`src/rtl/wb_spi_slave_if.sv`:
```
// ---------------------------------------------------------------------------
// wb_spi_slave_if -- Wishbone classic slave bus bundle for wb_spi_slave.
//
// Signals (directions seen from the slave):
//   wb_adr_i [31:0]  byte address; register index is taken from bits [5:2]
//   wb_dat_i [31:0]  write data
//   wb_dat_o [31:0]  read data, valid while wb_ack_o is high
//   wb_sel_i [3:0]   byte selects (accepted, not used by the slave)
//   wb_cyc_i         bus cycle in progress
//   wb_stb_i         strobe: this slave is addressed
//   wb_we_i          1 = write, 0 = read
//   wb_ack_o         cycle acknowledge
//
// Modports: master (drives the request side), slave (drives data/ack back).
// ---------------------------------------------------------------------------
interface wb_spi_slave_if;
  logic [31:0] wb_adr_i;
  logic [31:0] wb_dat_i;
  logic [31:0] wb_dat_o;
  logic [3:0]  wb_sel_i;
  logic        wb_cyc_i;
  logic        wb_stb_i;
  logic        wb_we_i;
  logic        wb_ack_o;

  modport master (
    output wb_adr_i, wb_dat_i, wb_sel_i, wb_cyc_i, wb_stb_i, wb_we_i,
    input  wb_dat_o, wb_ack_o
  );

  modport slave (
    input  wb_adr_i, wb_dat_i, wb_sel_i, wb_cyc_i, wb_stb_i, wb_we_i,
    output wb_dat_o, wb_ack_o
  );
endinterface

```
`src/rtl/wb_spi_slave.sv`:
```
// ---------------------------------------------------------------------------
// wb_spi_slave -- SPI slave (sck idle high, sample on falling edge, shift out
// on rising edge, MSB first) with a Wishbone register interface.
//
// Ports:
//   clk          system clock, all logic on the rising edge
//   reset        synchronous active-low reset
//   wb           Wishbone slave bundle (wb_spi_slave_if.slave)
//   spi_sck      serial clock from the external master (asynchronous)
//   spi_mosi     serial data from the master (asynchronous)
//   spi_cs       chip select, active low (asynchronous)
//   spi_miso     serial data to the master (tx_shift[7])
//   spi_miso_oe  output enable, high while chip select is seen low
//
// Registers (index = wb_adr_i[5:2]):
//   0 RXDATA  read: oldest received byte in [7:0] and pop; 0 when empty
//   1 STATUS  read: {27'b0, tx_udr, cs_active, tx_empty, rx_ovr, rx_avail}
//   2 TXDATA  write: [7:0] into the TX holding register, marks it valid
//   3 CONTROL write: bit0 clears rx_ovr, bit1 clears tx_udr
//   4-15      acknowledged, no effect, read as 0
//
// Configuration macro WB_SPI_SLAVE_FIFO_EN:
//   defined   -> RX buffer is a 4-entry FIFO
//   undefined -> RX buffer is a single byte register with a valid flag
// ---------------------------------------------------------------------------
module wb_spi_slave (
  input  logic          clk,
  input  logic          reset,
  wb_spi_slave_if.slave wb,
  input  logic          spi_sck,
  input  logic          spi_mosi,
  input  logic          spi_cs,
  output logic          spi_miso,
  output logic          spi_miso_oe
);

  typedef enum logic [3:0] {
    REG_RXDATA  = 4'd0,
    REG_STATUS  = 4'd1,
    REG_TXDATA  = 4'd2,
    REG_CONTROL = 4'd3
  } reg_e;

  // -------------------------------------------------------------------------
  // State
  // -------------------------------------------------------------------------
  logic       sck_s1_q, sck_s2_q, sck_prev_q;
  logic       cs_s1_q, cs_s2_q, cs_prev_q;
  logic       mosi_s1_q, mosi_s2_q;
  logic [1:0] sync_vld_q, sync_vld_d;
  logic       armed_q, armed_d;

  logic [2:0] bit_cnt_q, bit_cnt_d;
  logic [6:0] rx_shift_q, rx_shift_d;   // first seven bits of the byte in flight
  logic [7:0] tx_shift_q, tx_shift_d;
  logic [7:0] hold_q, hold_d;
  logic       hold_vld_q, hold_vld_d;
  logic       rx_ovr_q, rx_ovr_d;
  logic       tx_udr_q, tx_udr_d;
  logic       ack_q, ack_d;
  logic [31:0] dat_q, dat_d;

`ifdef WB_SPI_SLAVE_FIFO_EN
  logic [7:0] rx_mem_q [4];
  logic [1:0] wr_ptr_q, wr_ptr_d;
  logic [1:0] rd_ptr_q, rd_ptr_d;
  logic [2:0] rx_cnt_q, rx_cnt_d;
`else
  logic [7:0] rx_data_q, rx_data_d;
  logic       rx_vld_q, rx_vld_d;
`endif

  // -------------------------------------------------------------------------
  // Edge detection on the synchronized SPI inputs
  // -------------------------------------------------------------------------
  logic sck_rise, sck_fall, cs_fall, cs_rise, cs_active;

  assign sck_rise = ~sck_prev_q &  sck_s2_q;
  assign sck_fall =  sck_prev_q & ~sck_s2_q;

  // The synchronizers come out of reset pretending to be idle. If the master
  // still holds cs low after reset, that fake high would look like a fresh
  // select; armed_q only rises once a real high has been seen, so the slave
  // rejoins on the next genuine cs falling edge.
  assign cs_active = armed_q & ~cs_s2_q;
  assign cs_fall   = armed_q &  cs_prev_q & ~cs_s2_q;
  assign cs_rise   = ~cs_prev_q & cs_s2_q;

  assign spi_miso    = tx_shift_q[7];
  assign spi_miso_oe = cs_active;

  logic       bit_done;
  logic [7:0] rx_byte;
  logic       tx_load;
  logic       udr_set;

  assign bit_done = sck_fall & cs_active & (bit_cnt_q == 3'd7);
  assign rx_byte  = {rx_shift_q, mosi_s2_q};
  assign tx_load  = cs_fall | bit_done;
  assign udr_set  = tx_load & ~hold_vld_q;

  // -------------------------------------------------------------------------
  // Wishbone decode
  // -------------------------------------------------------------------------
  logic [3:0] reg_idx;
  logic       access, rd_en, wr_en;
  logic       pop_req, hold_wr, ctrl_wr;

  assign reg_idx = wb.wb_adr_i[5:2];
  // A request is acted on only in the cycle before its ack, so a master that
  // holds stb through the ack cycle is not serviced twice.
  assign access  = wb.wb_stb_i & wb.wb_cyc_i & ~ack_q;
  assign rd_en   = access & ~wb.wb_we_i;
  assign wr_en   = access &  wb.wb_we_i;
  assign hold_wr = wr_en & (reg_idx == REG_TXDATA);
  assign ctrl_wr = wr_en & (reg_idx == REG_CONTROL);

  assign wb.wb_ack_o = wb.wb_stb_i & wb.wb_cyc_i & ack_q;
  assign wb.wb_dat_o = dat_q;

  logic unused_bits;
  assign unused_bits = &{1'b0, wb.wb_sel_i, wb.wb_adr_i[31:6], wb.wb_adr_i[1:0],
                         wb.wb_dat_i[31:8]};

  // -------------------------------------------------------------------------
  // RX buffer view
  // -------------------------------------------------------------------------
  logic       rx_avail, rx_full, push_ok, ovr_set;
  logic [7:0] rx_head;

`ifdef WB_SPI_SLAVE_FIFO_EN
  assign rx_avail = (rx_cnt_q != 3'd0);
  assign rx_full  = (rx_cnt_q == 3'd4);
  assign rx_head  = rx_mem_q[rd_ptr_q];
`else
  assign rx_avail = rx_vld_q;
  assign rx_full  = rx_vld_q;
  assign rx_head  = rx_data_q;
`endif

  assign pop_req = rd_en & (reg_idx == REG_RXDATA) & rx_avail;
  // A pop in the same cycle frees the slot, so a full buffer still accepts.
  assign push_ok = bit_done & (~rx_full | pop_req);
  assign ovr_set = bit_done &  rx_full & ~pop_req;

  // -------------------------------------------------------------------------
  // Read data mux
  // -------------------------------------------------------------------------
  logic [31:0] rdata;

  always_comb begin
    rdata = 32'h0;
    case (reg_idx)
      REG_RXDATA: rdata = rx_avail ? {24'h0, rx_head} : 32'h0;
      REG_STATUS: rdata = {27'h0, tx_udr_q, cs_active, ~hold_vld_q, rx_ovr_q, rx_avail};
      default:    rdata = 32'h0;
    endcase
  end

  // -------------------------------------------------------------------------
  // Next-state logic
  // -------------------------------------------------------------------------
  // NOTE: every variable written here gets a default first, so no path can
  // leave it unassigned and infer a latch.
  always_comb begin
    sync_vld_d = {sync_vld_q[0], 1'b1};
    armed_d    = armed_q | (sync_vld_q[1] & cs_s2_q);

    bit_cnt_d  = bit_cnt_q;
    rx_shift_d = rx_shift_q;
    tx_shift_d = tx_shift_q;
    hold_d     = hold_q;
    hold_vld_d = hold_vld_q;

    // Deselect abandons any partial byte; buffers and flags are untouched.
    if (cs_rise) begin
      bit_cnt_d  = 3'd0;
      rx_shift_d = 7'h0;
    end else if (sck_fall && cs_active) begin
      bit_cnt_d  = bit_cnt_q + 3'd1;
      rx_shift_d = rx_byte[6:0];
    end

    if (tx_load) begin
      if (hold_vld_q) begin
        tx_shift_d = hold_q;
        hold_vld_d = 1'b0;
      end else begin
        tx_shift_d = 8'hFF;
      end
    end else if (sck_rise && cs_active && bit_cnt_q != 3'd0) begin
      tx_shift_d = {tx_shift_q[6:0], 1'b1};
    end

    // A write coinciding with a load lands after it: the load took the old
    // value above, the new one stays pending.
    if (hold_wr) begin
      hold_d     = wb.wb_dat_i[7:0];
      hold_vld_d = 1'b1;
    end

    // Set wins over a same-cycle clear so no event is lost.
    rx_ovr_d = (rx_ovr_q & ~(ctrl_wr & wb.wb_dat_i[0])) | ovr_set;
    tx_udr_d = (tx_udr_q & ~(ctrl_wr & wb.wb_dat_i[1])) | udr_set;

    ack_d = wb.wb_stb_i & wb.wb_cyc_i & ~ack_q;
    dat_d = rd_en ? rdata : 32'h0;

`ifdef WB_SPI_SLAVE_FIFO_EN
    wr_ptr_d = push_ok ? wr_ptr_q + 2'd1 : wr_ptr_q;
    rd_ptr_d = pop_req ? rd_ptr_q + 2'd1 : rd_ptr_q;
    rx_cnt_d = rx_cnt_q + {2'b0, push_ok} - {2'b0, pop_req};
`else
    rx_data_d = rx_data_q;
    rx_vld_d  = rx_vld_q;
    if (push_ok) begin
      rx_data_d = rx_byte;
      rx_vld_d  = 1'b1;
    end else if (pop_req) begin
      rx_vld_d  = 1'b0;
    end
`endif
  end

  // -------------------------------------------------------------------------
  // State registers
  // -------------------------------------------------------------------------
  // NOTE: sequential state uses non-blocking assignments so every register
  // samples the values from before this edge, independent of statement order.
  always_ff @(posedge clk) begin
    if (!reset) begin
      sck_s1_q   <= 1'b1;
      sck_s2_q   <= 1'b1;
      sck_prev_q <= 1'b1;
      cs_s1_q    <= 1'b1;
      cs_s2_q    <= 1'b1;
      cs_prev_q  <= 1'b1;
      mosi_s1_q  <= 1'b0;
      mosi_s2_q  <= 1'b0;
      sync_vld_q <= 2'b00;
      armed_q    <= 1'b0;
      bit_cnt_q  <= 3'd0;
      rx_shift_q <= 7'h0;
      tx_shift_q <= 8'hFF;
      hold_q     <= 8'h00;
      hold_vld_q <= 1'b0;
      rx_ovr_q   <= 1'b0;
      tx_udr_q   <= 1'b0;
      ack_q      <= 1'b0;
      dat_q      <= 32'h0;
`ifdef WB_SPI_SLAVE_FIFO_EN
      wr_ptr_q   <= 2'd0;
      rd_ptr_q   <= 2'd0;
      rx_cnt_q   <= 3'd0;
`else
      rx_data_q  <= 8'h00;
      rx_vld_q   <= 1'b0;
`endif
    end else begin
      sck_s1_q   <= spi_sck;
      sck_s2_q   <= sck_s1_q;
      sck_prev_q <= sck_s2_q;
      cs_s1_q    <= spi_cs;
      cs_s2_q    <= cs_s1_q;
      cs_prev_q  <= cs_s2_q;
      mosi_s1_q  <= spi_mosi;
      mosi_s2_q  <= mosi_s1_q;
      sync_vld_q <= sync_vld_d;
      armed_q    <= armed_d;
      bit_cnt_q  <= bit_cnt_d;
      rx_shift_q <= rx_shift_d;
      tx_shift_q <= tx_shift_d;
      hold_q     <= hold_d;
      hold_vld_q <= hold_vld_d;
      rx_ovr_q   <= rx_ovr_d;
      tx_udr_q   <= tx_udr_d;
      ack_q      <= ack_d;
      dat_q      <= dat_d;
`ifdef WB_SPI_SLAVE_FIFO_EN
      wr_ptr_q   <= wr_ptr_d;
      rd_ptr_q   <= rd_ptr_d;
      rx_cnt_q   <= rx_cnt_d;
`else
      rx_data_q  <= rx_data_d;
      rx_vld_q   <= rx_vld_d;
`endif
    end
  end

`ifdef WB_SPI_SLAVE_FIFO_EN
  // NOTE: the FIFO storage has no reset; emptiness is defined by the pointers
  // and count, so clearing the array would only cost reset fan-out.
  always_ff @(posedge clk) begin
    if (push_ok) begin
      rx_mem_q[wr_ptr_q] <= rx_byte;
    end
  end
`endif

endmodule

```
`src/flat_wrapper.sv`:
```
// flat-port wrapper written by rule: the top's interface ports become plain ports
module wb_spi_slave_flat 
  (clk, reset, spi_sck, spi_mosi, spi_cs, spi_miso, spi_miso_oe, wb_wb_adr_i, wb_wb_dat_i, wb_wb_sel_i, wb_wb_cyc_i, wb_wb_stb_i, wb_wb_we_i, wb_wb_dat_o, wb_wb_ack_o);
  wb_spi_slave_if wb_i ();
  input  logic clk;
  input  logic reset;
  input  logic spi_sck;
  input  logic spi_mosi;
  input  logic spi_cs;
  output logic spi_miso;
  output logic spi_miso_oe;
  input wire logic [$bits(wb_i.wb_adr_i)-1:0] wb_wb_adr_i;
  input wire logic [$bits(wb_i.wb_dat_i)-1:0] wb_wb_dat_i;
  input wire logic [$bits(wb_i.wb_sel_i)-1:0] wb_wb_sel_i;
  input wire logic [$bits(wb_i.wb_cyc_i)-1:0] wb_wb_cyc_i;
  input wire logic [$bits(wb_i.wb_stb_i)-1:0] wb_wb_stb_i;
  input wire logic [$bits(wb_i.wb_we_i)-1:0] wb_wb_we_i;
  output wire logic [$bits(wb_i.wb_dat_o)-1:0] wb_wb_dat_o;
  output wire logic [$bits(wb_i.wb_ack_o)-1:0] wb_wb_ack_o;
  assign wb_i.wb_adr_i = wb_wb_adr_i;
  assign wb_i.wb_dat_i = wb_wb_dat_i;
  assign wb_i.wb_sel_i = wb_wb_sel_i;
  assign wb_i.wb_cyc_i = wb_wb_cyc_i;
  assign wb_i.wb_stb_i = wb_wb_stb_i;
  assign wb_i.wb_we_i = wb_wb_we_i;
  assign wb_wb_dat_o = wb_i.wb_dat_o;
  assign wb_wb_ack_o = wb_i.wb_ack_o;
  wb_spi_slave u_core (.clk(clk), .reset(reset), .wb(wb_i), .spi_sck(spi_sck), .spi_mosi(spi_mosi), .spi_cs(spi_cs), .spi_miso(spi_miso), .spi_miso_oe(spi_miso_oe));
endmodule
```
`config.mk`:
```
export PLATFORM = sky130hd
export DESIGN_NAME = wb_spi_slave_flat
export DESIGN_NICKNAME = d
export VERILOG_FILES = /design/src/rtl/wb_spi_slave_if.sv /design/src/rtl/wb_spi_slave.sv /design/src/flat_wrapper.sv
export SDC_FILE = /design/constraint.sdc
export NUM_CORES = 1
export LEC_CHECK = 0
export ABC_AREA = 1
export BUFFER_PORTS_ARGS = -buffer_cell sky130_fd_sc_hd__buf_2
export CAP_MARGIN = 25
export CORE_MARGIN = 8
export CORE_UTILIZATION = 51
export DETAILED_ROUTE_END_ITERATION = 8
export GPL_TIMING_DRIVEN = 0
export HOLD_SLACK_MARGIN = 0.02
export PLACE_DENSITY = 0.84
export SLEW_MARGIN = 40
export SYNTH_ARGS = -nofsm -noshare
export SYNTH_HDL_FRONTEND = slang
export SYNTH_SLANG_ARGS = --single-unit
```
`constraint.sdc`:
```
create_clock -name clk -period 2.1 [get_ports clk]
set_input_delay 0.21 -clock clk [delete_from_list [all_inputs] [get_ports clk]]
set_output_delay 0.21 -clock clk [all_outputs]
set_load 0.02 [all_outputs]
```
# Word level (Yosys, flattened, before mapping)
# Cells that the tools add are included.
# word_totals
input_bits	76
output_inout_bits	35
ff_bits	82
word_cells	90
# classes
muxes	10
n_addsub	1
eq_ne	4
reduce_logical	10
bitwise_logic	43
# op_table
op	count
$pmux W32 S2	1
$mux W8	4
$and A1 B1 Y1	26
$not A1 Y1	12
$eq A4 B2 Y1 const B	2
$reduce_bool A2 Y1	3
$mux W1	5
$or A1 B1 Y1	5
$eq A4 B1 Y1 const B	1
$logic_not A4 Y1	1
$add A3 B1 Y3 const B	1
$eq A3 B3 Y1 const B	1
$logic_and A1 B1 Y1	3
$reduce_bool A3 Y1	1
$reduce_and A2 Y1	1
$reduce_or A2 Y1	1

# Logic depth before layout (Yosys ltp)
# Gate-level depths: netlist of run 1.
# depth
word_depth	8
depth_mapped	10

# Worst setup path after synthesis of run 1
# Ideal clock, no wire load.
# synth_timing
path_kind	reg-to-reg
from	register u_core.bit_cnt_q[0]
to	register u_core.tx_shift_q[5]
t_arrival_ns	1.228
setup_slack_ns	0.751
path_stages_with_launch	10
required_time_ns	1.979
setup_ns	0.121
path_cell_list	dfxtp_1 > ha_1 > ha_1 > nand3_4 > nand2_4 > inv_6 > buf_12 > nand2_4 > nand2_2 > nand3_2
# synth_via
elab_chain_cells	4
elab_cells_between_ends	7
# synth_rtl
element	line	text
start: declaration	wb_spi_slave.sv:53	logic [2:0] bit_cnt_q, bit_cnt_d;
start signal: assignment	wb_spi_slave.sv:270	bit_cnt_q <= bit_cnt_d;
$eq A3 B3 Y1	wb_spi_slave.sv:97	assign bit_done = sck_fall & cs_active & (bit_cnt_q == 3'd7);
$and A1 B1 Y1	wb_spi_slave.sv:97	
$or A1 B1 Y1	wb_spi_slave.sv:99	assign tx_load = cs_fall | bit_done;
$mux W8 or $reduce_bool A2 Y1 (tied branches)	n/a	
end signal: assignment	wb_spi_slave.sv:272	tx_shift_q <= tx_shift_d;
end: declaration	wb_spi_slave.sv:55	logic [7:0] tx_shift_q, tx_shift_d;
# Several ways; a longest one is shown, not always the timed one.
# A chain may end at the register's enable or synchronous reset.

# Worst setup path in the final report of run 1
# Ends and elaborated chain as after synthesis.

==> results of run 1 <==
==> path summary, 6_finish.rpt <==
check / cells after the start / slack, ps / to / from
setup / recovery: 9 / 630 / u_core.tx_shift_q[5]$_SDFFE_PN1P_ / u_core.bit_cnt_q[0]$_SDFFE_PP0P_
hold / removal: 1 / 40 / u_core.sync_vld_q[0]$_DFF_P_ / reset
setup reg to reg: 9 / 630 / u_core.tx_shift_q[5]$_SDFFE_PN1P_ / u_core.bit_cnt_q[0]$_SDFFE_PP0P_
hold reg to reg: 2 / 410 / u_core.mosi_s2_q$_SDFF_PN0_ / u_core.mosi_s1_q$_SDFF_PN0_
==> flip-flops by register name (all words and copies together) (netlist names), 2 cells and up <==
signal / flops
u_core.bit_cnt_q: 3
u_core.tx_shift_q: 8
u_core.rx_shift_q: 7
u_core.sync_vld_q: 2
u_core.hold_q: 8
u_core.rx_data_q: 8
u_core.wb.wb_dat_o: 8
==> worst reg2reg max path, cell delays in order (launching register included) <==
cell     delay (ps)
dfxtp_1         320
ha_1            200
ha_1            210
nand3_4         120
nand2_4         120
inv_6           110
buf_12          130
nand2_4          40
nand2_2          60
nand3_2          50
==> cells in the final DEF (no fill, tap or decap), types with 2 or more instances in the layout <==
master and n:
clkbuf_8 13, nand2_2 4, clkbuf_1 2, nand3_1 38
dfxtp_1 58, a21oi_2 10, nor2_2 3, inv_6 2
conb_1 24, nand2_4 7, buf_4 26, inv_2 2
buf_12 3, or2_2 5, clkinv_2 2, ha_1 3
buf_2 32, nand3_2 3, inv_1 33, a21oi_1 26
nor3_2 2, nor2_1 15, o21ai_0 18, nand4_1 2
nand2_1 47
==> cell families after synthesis <==
kind of cell    synth area share
simple gates               0.264
buf+inv                    0.165
flops                      0.437
compound gates             0.118
fa+ha+maj                 0.0141
other cells              0.00141
==> metal layers <==
metal / vias up / global-route usage / share of wire
li1: 1108 / - / -
met1: 967 / 0.168 / 0.44
met2: 48 / 0.246 / 0.48
met3: 5 / 0.0338 / 0.062
met4: 0 / 0.101 / 0.017
met5: - / 0 / 0
==> area by class of cell <==
type / instances / area (um2)
fill: 451 / 1910
inverter: 38 / 155
timing repair buffer: 30 / 150
clock buffer: 13 / 179
sequential: 58 / 1160
clock inverter: 2 / 10.0
buffer: 34 / 284
multi-input combinational: 213 / 1140
tap: 70 / 87.6
==> per-stage QoR <==
stage,setup slack [ps],area [um2]
floorplan,751,2740
global placement,671,2980
detailed placement,634,2980
CTS,621,3170
global route,544,3170
finish,629,3170
==> power by group through the flow <==
stage	combinational, W	sequential [W]	clock (W)
5_1_grt	0.000198	0.00112	0.00102
3_5_place_dp	0.000175	0.00115	0
3_3_place_gp	0.000173	0.00115	0
2_1_floorplan	0.000139	0.00115	0
6_report	0.000179	0.00112	0.000950
4_1_cts	0.000176	0.00112	0.000968
==> results.py, run 1 <==
metrics = {
    "layout": {
        "syn2layout_area_growth_pct": 19.3,
        "drive_above_1_share": 0.307,
        "nNetsFinal": 463,
        "final_core_util": 0.624,
        "instances_no_fill": 458,
        "diodes": 0,
    },
    "power": {
        "p_int_w": 0.00173,
        "power-per-cell-area_nw_per_um2": 711,
        "sw_frac_of_total": 0.231,
        "p_sw_w": 0.000521,
        "p_comb_frac": 0.079,
        "p_total_w": 0.00225,
        "p_leak_nw": 1.48,
        "seq_power_share": 0.499,
        "p_clk_frac": 0.422,
        "ir_drop_mv": 0.316,
    },
    "yosys": {
        "syn_area_per_cell_um2": 8.30,
        "yosysSeqAreaShare": 0.437,
        "synthCells": 320,
        "yosysWarnings": 0,
        "ys_ff_latch": 58,
        "yosysUniqueCellTypes": 31,
        "post-synth-top-area-cell": "dfxtp_1",
        "synthFlopType": "dfxtp_1",
        "synthTopCellsByArea": "dfxtp_1 44%, buf_4 7.4%, nand3_1 7.2%, nand2_1 6.6%, a21oi_1 4.9%",
        "synth-async-reset-ratio": 0,
        "synth.most_common_cell": "dfxtp_1",
        "synth_area_um2": 2660,
        "synth-edff-count": 0,
        "synth_common_cells": "58 x dfxtp_1, 47 x nand2_1, 38 x nand3_1",
        "synth_top_area_share": 0.437,
    },
    "critical_path": {
        "cp-start-kind": "register",
        "cpPeakStageDelay_ps": 320,
        "endpoint_kind": "register",
        "cp.arrival_ps": 1680,
        "crit_fanout": 10,
        "cp.required_ps": 2310,
        "path_buf_inv": 2,
        "slowest_stage": "dfxtp_1",
        "path_class": "reg2reg",
        "path_delay_family": "adder cells",
        "path_cells": "ha_1, ha_1, nand3_4, nand2_4, inv_6, buf_12, nand2_4, nand2_2, nand3_2",
    },
    "clocking": {
        "insertion_delay_ps": 330,
        "cts.sinks": 58,
        "root_buffer": "clkbuf_8",
        "cts_buffers": 9,
        "tritoncts": "done",
        "cts_setup_buffers": 0,
        "h-tree-depth": 3,
        "cts_hold_buf": 0,
        "cts_resized": 0,
        "cts_max_path_buffers": 2,
        "clk_pin_slew_ps": 60,
    },
    "worst_hold_path": {
        "hold_path_class": "in2reg",
    },
    "detailed_routing": {
        "vias": 2128,
        "drtPass1Iterations": 4,
        "drc_errors": 0,
        "wl_um": 5320,
        "viasPerCell": 4.65,
        "antenna_left": 0,
        "wl_per_cell_um": 11.6,
        "drt_iter0_drc": 147,
    },
    "floorplan": {
        "fp.dieH_um": 88.2,
        "die_area_um2": 7770,
        "num_rows": 26,
        "io_pins": 111,
        "fp.dieW_um": 88.2,
        "coreArea_um2": 5070,
        "initial_utilization": 0.523,
    },
    "run": {
        "cap_violations": 0,
    },
    "sta": {
        "worst_hold_slack_ps": 41.9,
        "hold_violations": 0,
        "fin_crit_ps": 1470,
        "clock_skew_ps": 6.30,
        "rsz0062_at_grt": "false",
        "tns_ps": 0,
        "fmax_ghz": 0.680,
        "setup_violations": 0,
        "post-route-period-util": 0.700,
        "timing.final.max_slew_violations": 0,
    },
    "global_route": {
        "grt_pass1_vias": 2040,
        "grt_pass1_wl_um": 8960,
        "antenna_found_initial": 0,
        "gr-total-overflow": 0,
        "track_usage": 0.149,
        "grt_start_max_net_pins": 11,
    },
    "place": {
        "port_buffers": 30,
        "dp.cells": 443,
        "hpwl_um": 4010,
        "gp_congestion": 0.832,
    },
    "run_status": {
        "outcome": "finished, final reports clean",
    },
}
Note: power is estimated with default switching activity, not from simulation.
==> run 2, diff against run 1 <==
--- a/config.mk
+++ b/config.mk
@@ -9,11 +9,11 @@
 export BUFFER_PORTS_ARGS = -buffer_cell sky130_fd_sc_hd__buf_2
 export CAP_MARGIN = 25
 export CORE_MARGIN = 8
-export CORE_UTILIZATION = 51
+export CORE_UTILIZATION = 43
 export DETAILED_ROUTE_END_ITERATION = 8
 export GPL_TIMING_DRIVEN = 0
 export HOLD_SLACK_MARGIN = 0.02
-export PLACE_DENSITY = 0.84
+export PLACE_DENSITY = 0.76
 export SLEW_MARGIN = 40
 export SYNTH_ARGS = -nofsm -noshare
 export SYNTH_HDL_FRONTEND = slang
==> constraint.sdc (replaced) <==
create_clock -name clk -period 1.2 [get_ports clk]
set_input_delay 0.12 -clock clk [delete_from_list [all_inputs] [get_ports clk]]
set_output_delay 0.12 -clock clk [all_outputs]
set_load 0.02 [all_outputs]
==> run 2 against run 1 <==
Net effect: the flow now finishes with violations (setup timing); global-route usage shrank 1.7 points; wire length grew 6.2%; highest routed layer unchanged; critical endpoint unchanged; clock power grew 91%; total power grew 83%; sequential power grew 76%; combinational power grew 92%; die area grew 15%; fmax grew 12%; count of clock-buffer cells in the layout shrank 2.
==> results.py, run 2 (synthesized netlist as in run 1, its figures left out) <==
metrics = {
    "run_status": {
        "outcome": "complete, but fails checks",
        "violations": "setup timing",
    },
    "layout": {
        "diodes": 0,
        "nNetsFinal": 468,
        "multi_input_area_um2": 1240,
        "seqCellArea_um2": 1160,
        "drive_above_1_share": 0.343,
        "syn2layout_area_growth_pct": 26.4,
        "layout_commonest_cell": "dfxtp_1",
        "mostFrequentLayoutCells": "55 x dfxtp_1, 45 x nand2_1, 33 x nand3_1",
        "fillCellCount": 554,
    },
    "global_route": {
        "grt_pass1_vias": 2065,
        "antenna_found_initial": 0,
        "grt_pass1_wl_um": 9380,
        "gr-total-overflow": 0,
        "track_usage": 0.132,
        "grt_start_max_net_pins": 11,
    },
    "power": {
        "ir_drop_mv": 0.742,
        "power-per-cell-area_nw_per_um2": 1230,
        "p_leak_nw": 1.57,
    },
    "clocking": {
        "h-tree-depth": 3,
        "tritoncts": "done",
        "root_buffer": "clkbuf_8",
        "cts.sinks": 58,
        "insertion_delay_ps": 340,
        "cts_max_path_buffers": 2,
        "cts_buffers": 9,
        "clk_pin_slew_ps": 70,
    },
    "detailed_routing": {
        "vias": 2181,
        "viasPerCell": 4.65,
        "drt_iter0_drc": 87,
        "drtPass1Iterations": 5,
        "wl_per_cell_um": 12.0,
        "antenna_left": 0,
        "drc_errors": 0,
        "wl_um": 5650,
    },
    "critical_path": {
        "cpPeakStageDelay_ps": 330,
        "crit_start": "u_core.bit_cnt_q[0]$_SDFFE_PP0P_",
        "path_class": "reg2reg",
        "path_buf_inv": 2,
        "crit_top_cell": "ha_4",
        "worstReg2RegStart": "u_core.bit_cnt_q[0]$_SDFFE_PP0P_",
        "cp.required_ps": 1430,
        "crit_fanout": 10,
        "crit_cells": 9,
        "ff2ff_path_depth": 9,
        "slowest_stage": "dfxtp_2",
        "cp.arrival_ps": 1540,
        "endpoint_kind": "register",
        "path_delay_family": "simple AND/OR/NAND/NOR gates",
        "cp-start-kind": "register",
        "path_cells": "ha_4, ha_4, nand3_4, nand2_8, inv_8, buf_12, nand2_4, nand2_2, nand3_2",
    },
    "place": {
        "port_buffers": 30,
        "hpwl_um": 4210,
        "gp_congestion": 0.776,
    },
    "floorplan": {
        "coreArea_um2": 5960,
        "num_rows": 28,
        "fp.dieW_um": 94.6,
        "fp.dieH_um": 94.6,
        "die_area_um2": 8950,
        "io_pins": 111,
        "initial_utilization": 0.446,
    },
    "sta": {
        "worst_hold_slack_ps": 52.1,
        "fmax_ghz": 0.761,
        "clock_skew_ps": 6.81,
        "worst_pin_slew_ps": 509,
        "rsz0062_at_grt": "true",
        "setup_violations": 18,
        "hold_violations": 0,
        "post-route-period-util": 1.09,
        "fin_crit_ps": 1310,
        "final.setup.worst_slack_ps": -114,
        "tns_ps": -1450,
        "max_slew_margin": 0.660,
        "timing.final.max_slew_violations": 0,
    },
    "worst_hold_path": {
        "holdPathStages": 3,
        "min_from": "wb_wb_dat_i[7]",
        "hold_path_class": "in2reg",
    },
    "run": {
        "cap_violations": 0,
    },
}
==> run 2: layer usage <==
metal,part of all wire,global-route usage,vias to the layer above,wire length [um]
li1,-,-,1123,-
met1,0.43,0.147,998,2400
met2,0.49,0.225,48,2790
met3,0.063,0.0310,12,354
met4,0.019,0.0780,0,107
met5,0,0,-,0
==> run 2: worst paths after layout <==
check / end / slack [ps]
max: u_core.tx_shift_q[5]$_SDFFE_PN1P_ / -110
min: u_core.hold_q[7]$_SDFFE_PN0P_ / 50
max reg2reg: u_core.tx_shift_q[5]$_SDFFE_PN1P_ / -110
min reg2reg: u_core.sck_s2_q$_SDFF_PN1_ / 410
==> run 2: stage by stage <==
| step | utilization | power (W) | area [um2] | worst slack [ps] | std cells |
|---|---|---|---|---|---|
| 3_5_place_dp | 0.507 | 0.00232 | 3020 | -195 | 448 |
| 2_1_floorplan | - | 0.00225 | 2770 | -54.0 | 343 |
| 3_3_place_gp | 0.507 | 0.00232 | 3020 | -170 | 448 |
| 6_report | 0.563 | 0.00412 | 3360 | -114 | 469 |
| 5_1_grt | 0.563 | 0.00426 | 3360 | -193 | 469 |
| 4_1_cts | 0.556 | 0.00413 | 3310 | -109 | 469 |
==> run 2: report_power, final <==
| group | switching (W) | internal [W] |
|---|---|---|
| logic | 0.000207 | 0.000136 |
| registers | 0.0000141 | 0.00195 |
| clock network | 0.000751 | 0.00106 |
| total | 0.000972 | 0.00315 |
==> run 2: tightest hold or removal path: cells and delay by family <==
family / cells / cell delay [ps]
compound gates: 2 / 160
buf+inv: 1 / 80
==> run 2: area by class of cell <==
| type | count | share of cell area |
|---|---|---|
| multi-input cells | 213 | 0.371 |
| inverters | 38 | 0.0470 |
| clock buffers | 11 | 0.0451 |
| repair buffers | 35 | 0.0608 |
| clock inverters | 5 | 0.0157 |
| flip-flops and latches | 58 | 0.347 |
| well taps | 75 | 0.0280 |
| plain buffers | 34 | 0.0858 |
==> run 2: repair_timing <==
action / 4_1_cts / 5_1_grt
setup buffers: 1 / 0
pin swaps: 6 / 5
endpoints found under the setup margin: 35 / 42
endpoints found under the hold margin: 4 / 0
resized for setup: 11 / 14
hold buffers: 4 / 0
